==> src/rtl/logic_op_sequencer_if.sv <==
// ALU-control side of the logic-op sequencer: start/op/operands in, busy/done/result out.
// With ZERO_FLAG_EN defined the bundle also carries the registered zero flag.
interface logic_op_sequencer_if #(
  parameter int W = 64
);
  logic         start;
  logic [1:0]   op;
  logic [W-1:0] in_0;
  logic [W-1:0] in_1;
  logic         busy;
  logic         done;
  logic [W-1:0] result;
`ifdef ZERO_FLAG_EN
  logic         zero;

  modport master (output start, op, in_0, in_1, input busy, done, result, zero);
  modport slave  (input start, op, in_0, in_1, output busy, done, result, zero);
`else
  modport master (output start, op, in_0, in_1, input busy, done, result);
  modport slave  (input start, op, in_0, in_1, output busy, done, result);
`endif
endinterface

==> src/rtl/logic_op_sequencer.sv <==
// Runs one W-bit AND/OR/XOR/XNOR through a shared CW-bit gate unit, one chunk per cycle, LSB first.
// Define ZERO_FLAG_EN to add a registered result==0 flag on the bus interface.
module logic_op_sequencer #(
  parameter int W  = 64,
  parameter int CW = 16
) (
  input  logic                clk,
  input  logic                rst,
  logic_op_sequencer_if.slave bus,
  output logic [1:0]          gate_op,
  output logic [CW-1:0]       gate_in_0,
  output logic [CW-1:0]       gate_in_1,
  input  logic [CW-1:0]       gate_res
);
  // state | meaning
  // IDLE  | waiting for start, last result held
  // RUN   | one chunk per cycle through the gate unit, cnt selects the chunk
  // DONE  | one-cycle done pulse, result complete
  localparam int N    = W / CW;
  localparam int CNTW = (N > 1) ? $clog2(N) : 1;
  localparam logic [CNTW-1:0] CNT_LAST = CNTW'(N - 1);

  typedef enum logic [1:0] {IDLE = 2'd0, RUN = 2'd1, DONE = 2'd2} state_t;

  state_t          state;
  state_t          state_nxt;
  logic [CNTW-1:0] cnt;
  logic [W-1:0]    a_q;
  logic [W-1:0]    b_q;
  logic [W-1:0]    result_q;
  logic [W-1:0]    result_nxt;
  logic [1:0]      op_q;
  logic            last;

  assign last = (cnt == CNT_LAST);

  always_ff @(posedge clk) begin
    if (rst) state <= IDLE;
    else     state <= state_nxt;
  end

  always_comb begin
    state_nxt = state;
    case (state)
      IDLE:    if (bus.start) state_nxt = RUN;
      RUN:     if (last) state_nxt = DONE;
      DONE:    state_nxt = IDLE;
      default: state_nxt = IDLE;
    endcase
  end

  // Result with the current gate-unit chunk merged in; also feeds the zero flag.
  always_comb begin
    result_nxt = result_q;
    result_nxt[CW*int'(cnt) +: CW] = gate_res;
  end

  always_ff @(posedge clk) begin
    if (rst) begin
      cnt      <= '0;
      a_q      <= '0;
      b_q      <= '0;
      op_q     <= '0;
      result_q <= '0;
    end else begin
      case (state)
        IDLE: begin
          if (bus.start) begin
            a_q      <= bus.in_0;
            b_q      <= bus.in_1;
            op_q     <= bus.op;
            cnt      <= '0;
            result_q <= '0;
          end
        end
        RUN: begin
          result_q <= result_nxt;
          if (!last) cnt <= cnt + 1'b1;
        end
        default: ;
      endcase
    end
  end

`ifdef ZERO_FLAG_EN
  logic zero_q;

  always_ff @(posedge clk) begin
    if (rst)                     zero_q <= 1'b0;
    else if (state == RUN && last) zero_q <= (result_nxt == '0);
  end

  assign bus.zero = zero_q;
`endif

  assign gate_op    = op_q;
  assign gate_in_0  = (state == RUN) ? a_q[CW*int'(cnt) +: CW] : '0;
  assign gate_in_1  = (state == RUN) ? b_q[CW*int'(cnt) +: CW] : '0;
  assign bus.busy   = (state != IDLE);
  assign bus.done   = (state == DONE);
  assign bus.result = result_q;
endmodule

==> src/flat_wrapper.sv <==
// flat-port wrapper written by rule: the top's interface ports become plain ports
module logic_op_sequencer_flat 
#(
  parameter int W  = 64,
  parameter int CW = 16
)
  (clk, rst, gate_op, gate_in_0, gate_in_1, gate_res, bus_start, bus_op, bus_in_0, bus_in_1, bus_busy, bus_done, bus_result);
  logic_op_sequencer_if #(.W(W)) bus_i ();
  input  logic clk;
  input  logic rst;
  output logic [1:0] gate_op;
  output logic [CW-1:0] gate_in_0;
  output logic [CW-1:0] gate_in_1;
  input  logic [CW-1:0] gate_res;
  input wire logic [$bits(bus_i.start)-1:0] bus_start;
  input wire logic [$bits(bus_i.op)-1:0] bus_op;
  input wire logic [$bits(bus_i.in_0)-1:0] bus_in_0;
  input wire logic [$bits(bus_i.in_1)-1:0] bus_in_1;
  output wire logic [$bits(bus_i.busy)-1:0] bus_busy;
  output wire logic [$bits(bus_i.done)-1:0] bus_done;
  output wire logic [$bits(bus_i.result)-1:0] bus_result;
  assign bus_i.start = bus_start;
  assign bus_i.op = bus_op;
  assign bus_i.in_0 = bus_in_0;
  assign bus_i.in_1 = bus_in_1;
  assign bus_busy = bus_i.busy;
  assign bus_done = bus_i.done;
  assign bus_result = bus_i.result;
  logic_op_sequencer #(.W(W), .CW(CW)) u_core (.clk(clk), .rst(rst), .bus(bus_i), .gate_op(gate_op), .gate_in_0(gate_in_0), .gate_in_1(gate_in_1), .gate_res(gate_res));
endmodule
==> config.mk <==
export PLATFORM = sky130hd
export DESIGN_NAME = logic_op_sequencer_flat
export DESIGN_NICKNAME = d
export VERILOG_FILES = /design/src/rtl/logic_op_sequencer_if.sv /design/src/rtl/logic_op_sequencer.sv /design/src/flat_wrapper.sv
export SDC_FILE = /design/constraint.sdc
export NUM_CORES = 1
export LEC_CHECK = 0
export CORE_MARGIN = 5
export CORE_UTILIZATION = 40
export DETAILED_ROUTE_END_ITERATION = 6
export PLACE_DENSITY = 0.7
export SLEW_MARGIN = 5
export SYNTH_ARGS = -nofsm -noshare
export SYNTH_HDL_FRONTEND = slang
export SYNTH_SLANG_ARGS = --single-unit
==> constraint.sdc <==
create_clock -name clk -period 4.3 [get_ports clk]
set_input_delay 1.29 -clock clk [delete_from_list [all_inputs] [get_ports clk]]
set_output_delay 1.29 -clock clk [all_outputs]
set_load 0.01 [all_outputs]
==> metrics, run 1 <==
die footprint 22600 um2; Hold Fails Final Rpt 0; IO Port Bufs 248; Worst-path clk slew 0.07 ns; Clock Tree Buf Depth 2; cts hold-fix bufs 0; largest vdd supply drop 0.267 mV; number of top-level pins 249; post-CTS setup buffer count 0; Hold Path Depth 2; Max FO, Critical Path 17; Residual DRC 0; Routed Antenna Nets 0; CP peak stage delay 0.76 ns; top sig layer met4; utilization after layout 57.0%; fraction of registers with async set or reset after synthesis 0%; Mapped Area 7890 um2; final worst-path cycle share 91.2%; largest family of logic cells by synthesized area simple AND/OR/NAND/NOR gates; M1 WL 9.65 mm; Unique masters post-synth 35; Routed WL per cell 16.6 um; Synth Area in Compound Gates 17.2%; post-synthesis mux area share 9.71%; XOR/XNOR Fraction of Synth Area 0%; Crit Path Category flip-flop to output pin; Yosys top cell by area dfxtp_1; final wirelength 22.1 mm; Rows 51; syn avg cell area 9.33 um2; Clock H-tree levels 4; number of global-route vias before repair 6678; Root Buffer clkbuf_16; gr usage total 19.5%; top post-synthesis cells by area dfxtp_1 (50%), nand2_1 (13%), mux4_2 (9.1%); CP cell instances buf_4 -> mux4_2 -> nor2b_1 -> clkdlybuf4s50_1; Final Max Slew Viols 0; ys flop type dfxtp_1; Slew headroom 32.6%; GRT overflow 0; fill cell count 1795; Post-synth EDFFs 0; Initial DRC Count 339; CTS tree done; Post-Synth Simple-Gate Area 17.6%; reg2reg setup slack 1.41 ns; Max Cap Viol 0; P per Cell Area 367 nW/um2; register bit count reported by yosys 198; post-CTS sizing 0; share of the synthesized area in the top cell type 50.3%; Setup crit start kind flip-flop; Mapped Cells 845; fin cells 1332; Area Growth Syn to Fin 40.8%; top cell family by delay on the critical path buffers and inverters; post-route setup TNS 0 ns; RSZ-0062 raised after global routing false; DP HPWL 15.0 mm; largest net degree at the start of global routing 77; placed cells 1299; final setup skew 0.00997 ns; Worst Hold Class flip-flop to flip-flop; status completed; Core Region 19500 um2; Slowest cell on crit path dfxtp_2; Worst-Skew Late Latency 0.42 ns; Hold WS 0.455 ns; Worst Max-Slew Pin Slew 1.01 ns; min-delay src u_core.a_q[63]; total number of vias 6687; met3 WL 1.59 mm; drt via density 5.02; NumNets Final 1208; final setup violation count 0; die width 150 um; r2r worst-path depth 6; Hold Path End u_core.a_q[63]; CP bufs+invs 2; DR pass1 iterations 4; reg-to-reg startpoint u_core.cnt[0]; Fmax 255 MHz; LEAKAGE 3.94 nW; Final Wtd Congestion 0.819; top cells by count, synth nand2_1 (279), dfxtp_1 (198), a21oi_1 (133), clkbuf_1 (36); Worst EP arrival 2.63 ns; Mapped Nets 1000; initial antenna violation count 1; Critical R2R Capture u_core.bus.result[48]; most frequent cell after synthesis nand2_1; Num CTS Buffers 17; post-synthesis sequential area ratio 50.3%; Setup crit end kind output pin; Syn. warnings 0; metal2 WL 10.5 mm; first-pass GRT wire length 35.1 mm; Worst EP required 3.01 ns; Adder-Cell Fraction of Synth Area 0.952%; fin crit period 3.92 ns; die height 150 um; share of layout cells above drive strength 1 9.29%; CTS Sinks 198; Initial Utilization 40.5%
[metal layers]
layer  vias to the layer above  global-route usage, %
met5                         -                      0
met4                         0                   6.40
met3                        27                   4.91
met2                       190                   31.9
met1                      3153                   25.2
li1                       3317                      -
[cell families (layout without fill, tap and decap cells)]
group	count (synthesis)	count (layout)
compound gates	203	203
simple gates	328	328
flops	198	198
buf+inv	74	295
other cells	0	1
mux	36	36
fa+ha+maj	6	6
[worst min-delay path, stage by stage, from the launching register on]
cell and delay (ns):
dfxtp_1 0.31, nand2_1 0.05, a21oi_1 0.05
[stage by stage]
| stage | area [um2] | setup slack, ns | total power [mW] |
|---|---|---|---|
| after floorplan | 7890 | 1.49 | 2.28 |
| after global placement | 10500 | 0.773 | 2.53 |
| after detailed placement | 10500 | 0.748 | 2.54 |
| after CTS | 11100 | 0.283 | 4.13 |
| after global routing | 11100 | 0.190 | 4.26 |
| final | 11100 | 0.377 | 4.08 |
[report_power, final]
group / internal (mW) / switching (mW)
combinational: 0.275 / 0.243
sequential: 1.92 / 0.0548
clock: 0.830 / 0.761
total: 3.02 / 1.06
[layout make-up]
class	count	area, um2	share of cell area, %
flip-flops and latches	198	3970	35.7
multi-input cells	573	3590	32.4
repair buffers	259	2600	23.4
clock buffers	18	429	3.87
well taps	265	332	2.99
clock inverters	14	165	1.49
inverters	4	15.0	0.135
diodes	1	2.50	0.0225
[cell usage in the layout (no fill, tap or decap), types with 6 or more instances in the layout]
cell and count:
clkdlybuf4s50_1 247, ha_1 6, nor2b_1 32, clkbuf_16 17, a21oi_1 133, a22o_1 16, dfxtp_1 196, buf_4 9
o2bb2ai_2 10, a32o_1 16, mux4_2 32, nand2_1 279, o2bb2ai_1 22
[sequential cells by signal (all words and copies together), names as in the netlist]
register,flops
u_core.b_q,64
u_core.gate_op,2
u_core.bus.result,64
u_core.cnt,2
u_core.a_q,64
u_core.state,2
[how the worst max path moves through the flow]
| stage | startpoint | end | cells after the start |
|---|---|---|---|
| after global placement | u_core.cnt[0] | gate_in_0[7] | 4 |
| after global routing | u_core.cnt[0] | gate_in_0[9] | 4 |
| after floorplan | u_core.cnt[0] | gate_in_0[0] | 4 |
| after CTS | u_core.cnt[0] | gate_in_0[9] | 4 |
| final | u_core.cnt[0] | gate_in_0[9] | 4 |
| after detailed placement | u_core.cnt[0] | gate_in_0[9] | 4 |
No activity file was read; power rests on OpenSTA's default activity.
==> inputs of run 2 (changes only) <==
--- a/config.mk
+++ b/config.mk
@@ -5,11 +5,12 @@
 export SDC_FILE = /design/constraint.sdc
 export NUM_CORES = 1
 export LEC_CHECK = 0
+export ABC_CLOCK_PERIOD_IN_PS = 4300
 export CORE_MARGIN = 5
 export CORE_UTILIZATION = 40
 export DETAILED_ROUTE_END_ITERATION = 6
 export PLACE_DENSITY = 0.7
-export SLEW_MARGIN = 5
+export SLEW_MARGIN = 25
 export SYNTH_ARGS = -nofsm -noshare
 export SYNTH_HDL_FRONTEND = slang
 export SYNTH_SLANG_ARGS = --single-unit
==> results of run 2 <==
No change in the layout: final DEF, timing and power equal those of run 1.
==> inputs of run 3 (changes only) <==
--- a/config.mk
+++ b/config.mk
@@ -6,6 +6,7 @@
 export NUM_CORES = 1
 export LEC_CHECK = 0
 export ABC_CLOCK_PERIOD_IN_PS = 4300
+export CAP_MARGIN = 15
 export CORE_MARGIN = 5
 export CORE_UTILIZATION = 40
 export DETAILED_ROUTE_END_ITERATION = 6
==> results of run 3 <==
No change in the layout: final DEF, timing and power equal those of run 1.
